## config.mk

```make
export PLATFORM = sky130hd
export DESIGN_NAME = uart_tx_fifo_gen2
export DESIGN_NICKNAME = d
export VERILOG_FILES = /design/src/rtl/uart_tx_fifo_gen2.sv
export SDC_FILE = /design/constraint.sdc
export NUM_CORES = 1
export LEC_CHECK = 0
export BUFFER_PORTS_ARGS = -buffer_cell sky130_fd_sc_hd__buf_2
export CORE_MARGIN = 1
export CORE_UTILIZATION = 50
export DETAILED_ROUTE_END_ITERATION = 10
export GPL_ROUTABILITY_DRIVEN = 0
export GPL_TIMING_DRIVEN = 1
export PLACE_DENSITY_LB_ADDON = 0.3
export RECOVER_POWER = 100
export SLEW_MARGIN = 20
export SYNTH_ARGS = -nofsm -noshare
export SYNTH_HDL_FRONTEND = slang
export SYNTH_SLANG_ARGS = --single-unit
```

## constraint.sdc

```tcl
create_clock -name clk -period 12.8 [get_ports clk]
set_clock_uncertainty 0.2 [all_clocks]
set_input_delay 0 -clock clk [delete_from_list [all_inputs] [get_ports clk]]
set_output_delay 0 -clock clk [all_outputs]
set_load 0.05 [all_outputs]
```

## src/rtl/uart_tx_fifo_gen2.sv

```systemverilog
// Transmit FIFO between the bus write logic and the UART TX serialiser.
// First-word-fall-through output, with level flags, sticky errors, flush and an occupancy watermark.
module uart_tx_fifo_gen2 #(
  parameter int unsigned DATA_W     = 8,
  parameter int unsigned DEPTH      = 16,
  parameter int unsigned AFULL_LVL  = 12,
  parameter int unsigned AEMPTY_LVL = 2
) (
  input  logic                       clk,
  input  logic                       rstn,
  input  logic                       push,
  input  logic                       pop,
  input  logic                       flush,
  input  logic                       err_clr,
  input  logic                       wm_clr,
  input  logic [DATA_W-1:0]          data_in,
  output logic [DATA_W-1:0]          data_out,
  output logic                       fifo_empty,
  output logic                       fifo_full,
  output logic                       almost_full,
  output logic                       almost_empty,
  output logic                       overflow,
  output logic                       underflow,
  output logic [$clog2(DEPTH):0]     count,
  output logic [$clog2(DEPTH):0]     max_level
);

  localparam int unsigned PTR_W = $clog2(DEPTH);
  localparam int unsigned CNT_W = PTR_W + 1;

  localparam logic [CNT_W-1:0] DEPTH_C  = CNT_W'(DEPTH);
  localparam logic [CNT_W-1:0] AFULL_C  = CNT_W'(AFULL_LVL);
  localparam logic [CNT_W-1:0] AEMPTY_C = CNT_W'(AEMPTY_LVL);

  logic [DATA_W-1:0] mem [DEPTH];
  logic [PTR_W-1:0]  wr_ptr;
  logic [PTR_W-1:0]  rd_ptr;

  logic              do_wr;
  logic              do_rd;
  logic              ovf_evt;
  logic              udf_evt;
  logic [CNT_W-1:0]  cnt_nxt;

  assign fifo_empty   = (count == '0);
  assign fifo_full    = (count == DEPTH_C);
  assign almost_full  = (count >= AFULL_C);
  assign almost_empty = (count <= AEMPTY_C);
  assign data_out     = fifo_empty ? '0 : mem[rd_ptr];

  // A push against a full FIFO is still accepted when a pop frees the head slot on the same edge.
  always_comb begin
    do_wr   = 1'b0;
    do_rd   = 1'b0;
    ovf_evt = 1'b0;
    udf_evt = 1'b0;
    cnt_nxt = count;
    if (flush) begin
      cnt_nxt = '0;
    end else begin
      do_wr   = push && (!fifo_full || pop);
      do_rd   = pop && !fifo_empty;
      ovf_evt = push && fifo_full && !pop;
      udf_evt = pop && fifo_empty;
      cnt_nxt = count + CNT_W'(do_wr) - CNT_W'(do_rd);
    end
  end

  always_ff @(posedge clk) begin
    if (do_wr) begin
      mem[wr_ptr] <= data_in;
    end
  end

  always_ff @(posedge clk or negedge rstn) begin
    if (!rstn) begin
      wr_ptr    <= '0;
      rd_ptr    <= '0;
      count     <= '0;
      max_level <= '0;
      overflow  <= 1'b0;
      underflow <= 1'b0;
    end else begin
      if (flush) begin
        wr_ptr <= '0;
        rd_ptr <= '0;
      end else begin
        if (do_wr) wr_ptr <= wr_ptr + PTR_W'(1);
        if (do_rd) rd_ptr <= rd_ptr + PTR_W'(1);
      end
      count <= cnt_nxt;
      // wm_clr restarts tracking from the post-edge occupancy rather than from zero.
      if (wm_clr || (cnt_nxt > max_level)) begin
        max_level <= cnt_nxt;
      end
      overflow  <= ovf_evt || (overflow  && !err_clr);
      underflow <= udf_evt || (underflow && !err_clr);
    end
  end

endmodule

```

; ---- Word-level counts from Yosys, hierarchy flattened
; Memories as Yosys holds them, arrays and structs flattened.
; Index checks and enable logic that the tools add are counted.
[word_totals]
regBits = 20
ramBits = 128
output_inout_bits = 24
mem_count = 1
[mem_list]
columns = name, depth, width, rd, rd_ports_with_merged_regs, wr, line
row1 = mem, 16, 8, 1, 0, 1, 35  ; logic [DATA_W-1:0] mem [DEPTH];
[classes]
n_addsub = 4
n_lt_le_gt_ge = 3
n_eq_ne = 1
muxes = 12
reduce_logical = 18
[op_table]
columns = cell, n
row1 = $mux 4, 4
row2 = $add 4x1->4 const B, 2
row3 = $mux 8, 1
row4 = $logic_and 1x1->1, 7
row5 = $mux 1, 6
row6 = $add 5x1->5, 1
row7 = $eq 5x5->1 const B, 1
row8 = $ge 5x4->1 const B, 1
row9 = $gt 5x5->1, 1
row10 = $le 5x2->1 const B, 1
row11 = $logic_not 5->1, 1
row12 = $mux 5, 1
row13 = $sub 5x1->5, 1
row14 = $logic_not 1->1, 4
row15 = $logic_or 1x1->1, 4
row16 = $reduce_bool 2->1, 2

; ---- Depth between registers and ports, before layout
[logic_depth]
depth_word = 9
mapped_depth = 19
depth_no_buf = 18

; ---- Worst setup path after synthesis
; No wires, ideal clock.
[synth_path]
path_kind = register to register
from = register count[2]
to = register max_level[0]
arrival_time_ps = 4211
setup_slack_ps = 8265
path_stages_with_launch = 20
n_path_buf = 1
cell_sequence = dfrtp_1 inv_1 ha_1 or4b_1 buf_2 nand2_2 inv_1 ha_1 inv_1 ha_1 inv_1 fa_1 o21bai_1 a21oi_1 mux2_2 ha_1 a211oi_1 o221ai_1 o21ai_1 mux2_2
[synth_between]
elab_chain_cells = 9
word_cells_on_any_way = 12
classes_between = add/sub: 2 / order compare: 1 / eq/ne: 1 / mux: 1 / reduce/logical: 7
[synth_lines]
columns = item, line
row1 = start: declaration, 24  ; output logic [$clog2(DEPTH):0] count,
row2 = start signal: assignment, 91  ; count <= cnt_nxt;
row3 = $eq 5x5->1, 46  ; assign fifo_full = (count == DEPTH_C);
row4 = $logic_not 1->1, 61  ; do_wr = push && (!fifo_full || pop);
row5 = $logic_or 1x1->1, 61
row6 = $logic_and 1x1->1, 61
row7 = $add 5x1->5, 65  ; cnt_nxt = count + CNT_W'(do_wr) - CNT_W'(do_rd);
row8 = $sub 5x1->5 *, 65
row9 = $mux 5 *, 58  ; if (flush) begin
row10 = named net cnt_nxt[4], 43  ; logic [CNT_W-1:0] cnt_nxt;
row11 = $gt 5x5->1 *, 93  ; if (wm_clr || (cnt_nxt > max_level)) begin
row12 = $logic_or 1x1->1 *, 93
row13 = end signal: assignment, 94  ; max_level <= cnt_nxt;
row14 = end: declaration, 25  ; output logic [$clog2(DEPTH):0] max_level
; Mark *: on every way through the listed nets, which the timed path passes. The rest lies on a longest branch.
; A chain may end at the register's enable or synchronous reset.

; ---- Worst setup path after layout
; Same ends and word-level chain as after synthesis.

==> reports/qor.yml <==
status:
  status: "complete, but fails checks"
  violations: "capacitance limit, slew limit"
sta:
  rsz0062_at_grt: "no"
  min_period_ns: 4.861
  fin_ws_ns: 7.939
  max_slew.worst_pin.slew_ns: 1.923
  fmax_mhz: 205.7
  maxSlewHeadroom_pct: -28.18
  timing.final.crit_share_pct: 37.98
  finalSetupTns_ns: 0
  timing.hold.ws_ns: 0.1215
  finalHoldViolCount: 0
  finalSetupViolCount: 0
  slew_viol_final: 36
floorplan:
  rows: 40
  start_util_pct: 52.12
  ios: 39
  fp.dieArea_um2: 13180
  die_x_um: 114.8
  dieHeight_um: 114.8
  coreArea_um2: 12210
finish:
  multi_input_area_um2: 1805
  ff_latch_area_um2: 4344
  syn2layout_area_growth_pct: 15.69
  nFillCells: 927
  drive_above_1_share_pct: 11.58
  final_util_pct: 60.30
  finalInstanceArea_um2: 7363
  nNetsFinal: 446
synthesis:
  synth_seq_cells: 148
  netlist_area_um2: 6365
  avgSynthCellArea_um2: 18.24
  yosys_warnings: 0
  synth_ff_type: "edfxtp_1"
  synth_fp_nets: 385
  synthDistinctLibCells: 39
  synth-edff-count: 128
  synth_top_cell_area_share_pct: 60.39
  async_reset_ff_share_pct: 13.51
  yosys.area.top_type: "edfxtp_1"
  ys_seq_area_share_pct: 68.25
  synth_cells: 349
  yosys-top-cells-area: "edfxtp_1 (60%), mux4_1 (9.5%), dfrtp_1 (7.9%)"
setup_path:
  worstPathRequired_ns: 12.89
  cp_cell_sequence: "inv_1, ha_1, or4b_1, nand2_1, inv_1, ha_1, inv_1, ha_1, inv_1, fa_1, o21bai_1, a21oi_1, mux2_1, ha_1, nand4_1, o21ai_0, mux2_2"
  arrival_ns: 4.95
  critical_path.max_stage_delay_ns: 0.58
  critPathSlowestCell: "o21ai_0"
  cp_max_fo: 7
  worst_setup_path_start_kind: "flop"
  path_class: "reg -> reg"
  cp-end-kind: "flop"
  critical-path-top-delay-family: "adder cells"
  worst-path-buf-inv: 4
clocking:
  cts_buffers: 17
  ctsResizeCount: 0
  cts.path.max_buffers: 2
  htree_levels: 4
  tritoncts: "built"
  clkLatencyLatePin_ns: 0.41
  root_buffer: "clkbuf_16"
  cts_sinks: 148
  clkTransAtPathRegs_ns: 0.06
grt:
  grt_antenna_before_repair: 1
  track_usage_pct: 19.43
  grt-ovfl-total: 0
  grt_start_max_net_pins: 36
  first_global_vias: 3230
  grt_pass1_wl_um: 17990
routing:
  route.top_layer_used: "met4"
  wl_met1_um: 5027
  drt_iter0_markers: 146
  dr_wl_met3_um: 570
  drtPass1Iterations: 4
  viasPerCell: 5.432
  vias: 3216
  met2_length_um: 5756
  wirelength_um: 11540
  antenna_left: 0
  drc: 0
  routedWlPerCell_um: 19.49
power_and_ir_drop:
  power.density_nw_per_um2: 205.8
  p_leak_nw: 2.552
  ir_drop_mv: 0.1672
hold_path:
  hold_path_class: "in -> reg"
placed_design:
  port_buffers: 38
  placed_cell_area_um2: 6670
  preCtsSetupSlack_ns: 8.106
  dp_hpwl_um: 7483
run:
  drv_cap: 1
==> placed cells by master, fill, tap and decap left out, types with 3 or more instances in the layout <==
master,instances
nand2b_1,6
clkbuf_1,38
xor2_1,4
bufinv_16,3
nor2_1,25
a21oi_1,5
nor3_1,5
o22ai_1,8
nand2_1,9
buf_2,6
mux4_2,9
inv_1,20
nand3_1,3
edfxtp_1,128
mux4_1,23
dfrtp_1,20
dlygate4sd3_1,16
ha_1,20
xnor2_1,3
mux2_2,5
clkinv_1,3
mux2i_1,17
clkbuf_16,17
==> layer usage <==
metal  track usage, %  vias to the layer above
met5                0                        -
met4            8.745                        0
li1                 -                     1502
met3            4.006                       15
met2            31.15                       79
met1            25.98                     1620
==> cells in the mapped netlist, types with 2 or more instances <==
library cell / count
nor2_1: 25
mux2i_1: 17
mux4_2: 9
xor2_1: 4
dfrtp_1: 20
mux4_1: 23
o21ai_1: 2
mux2_2: 7
o211ai_1: 2
ha_1: 20
nor3_1: 5
xnor2_1: 3
buf_4: 3
nand3_1: 3
buf_2: 6
buf_12: 2
nand2_1: 8
o21bai_1: 2
o22ai_1: 8
nand2b_1: 6
inv_1: 20
nor2b_1: 2
edfxtp_1: 128
clkbuf_1: 4
a21oi_1: 5
o32ai_1: 2
==> sequential cells by signal (all words and copies together) (netlist names) <==
| register | count |
|---|---|
| underflow | 1 |
| count | 5 |
| overflow | 1 |
| max_level | 5 |
| rd_ptr | 4 |
| wr_ptr | 4 |
| mem | 128 |
==> path summary, 6_finish.rpt <==
path / endpoint / depth (start not counted) / slack (ns) / startpoint
min reg2reg: max_level[1] / 1 / 0.33 / max_level[1]
max in group asynchronous: wr_ptr[0] / 3 / 11.22 / rstn
min: max_level[4] / 4 / 0.12 / wm_clr
max reg2reg: max_level[0] / 17 / 7.94 / count[2]
max: max_level[0] / 17 / 7.94 / count[2]
min in group asynchronous: max_level[3] / 3 / 0.59 / rstn
==> power by group <==
part / total, mW / leakage [nW] / internal, mW / switching [mW]
clock: 0.490 / 0.280 / 0.306 / 0.184
combinational: 0.433 / 0.852 / 0.151 / 0.283
sequential: 0.593 / 1.42 / 0.548 / 0.0449
==> per-stage QoR <==
stage	std cells	total power, mW
detailed placement	543	1.046
floorplan	349	0.9500
global placement	543	1.034
CTS	591	1.537
global route	592	1.579
finish	592	1.516
==> logic make-up (layout without fill, tap and decap cells) <==
| kind of cell | after synthesis | after routing | share of synthesized area [%] |
|---|---|---|---|
| adder cells (fa/ha/maj) | 21 | 21 | 4.246 |
| AND/OR/NAND/NOR | 54 | 54 | 3.991 |
| flip-flops | 148 | 148 | 68.25 |
| AO/OA/AOI/OAI | 25 | 25 | 2.615 |
| XOR/XNOR | 7 | 7 | 0.9633 |
| other | 0 | 1 | 0 |
| multiplexers | 56 | 56 | 16.59 |
| buffers and inverters | 38 | 112 | 3.342 |
==> worst reg2reg max path, cell delays in order (launching register included) <==
cell and delay (ns):
dfrtp_1 0.42, inv_1 0.12, ha_1 0.17, or4b_1 0.57, nand2_1 0.19, inv_1 0.06, ha_1 0.29, inv_1 0.06
ha_1 0.16, inv_1 0.06, fa_1 0.40, o21bai_1 0.16, a21oi_1 0.09, mux2_1 0.36, ha_1 0.32, nand4_1 0.13
o21ai_0 0.58, mux2_2 0.41
==> what timing repair did <==
item	4_1_cts	5_1_grt
hold endpoints to repair	163	0
hold buffers	16	0
setup buffers	0	0
==> layout make-up <==
class,instances,share of cell area [%]
Antenna cell,1,0.03398
Tap cell,168,2.855
Clock buffer,19,5.879
Clock inverter,13,2.124
Inverter,21,1.071
Timing Repair Buffer,59,4.520
Multi-Input combinational cell,163,24.52
Sequential cell,148,59.00
Power figures use the tool's default switching activity.
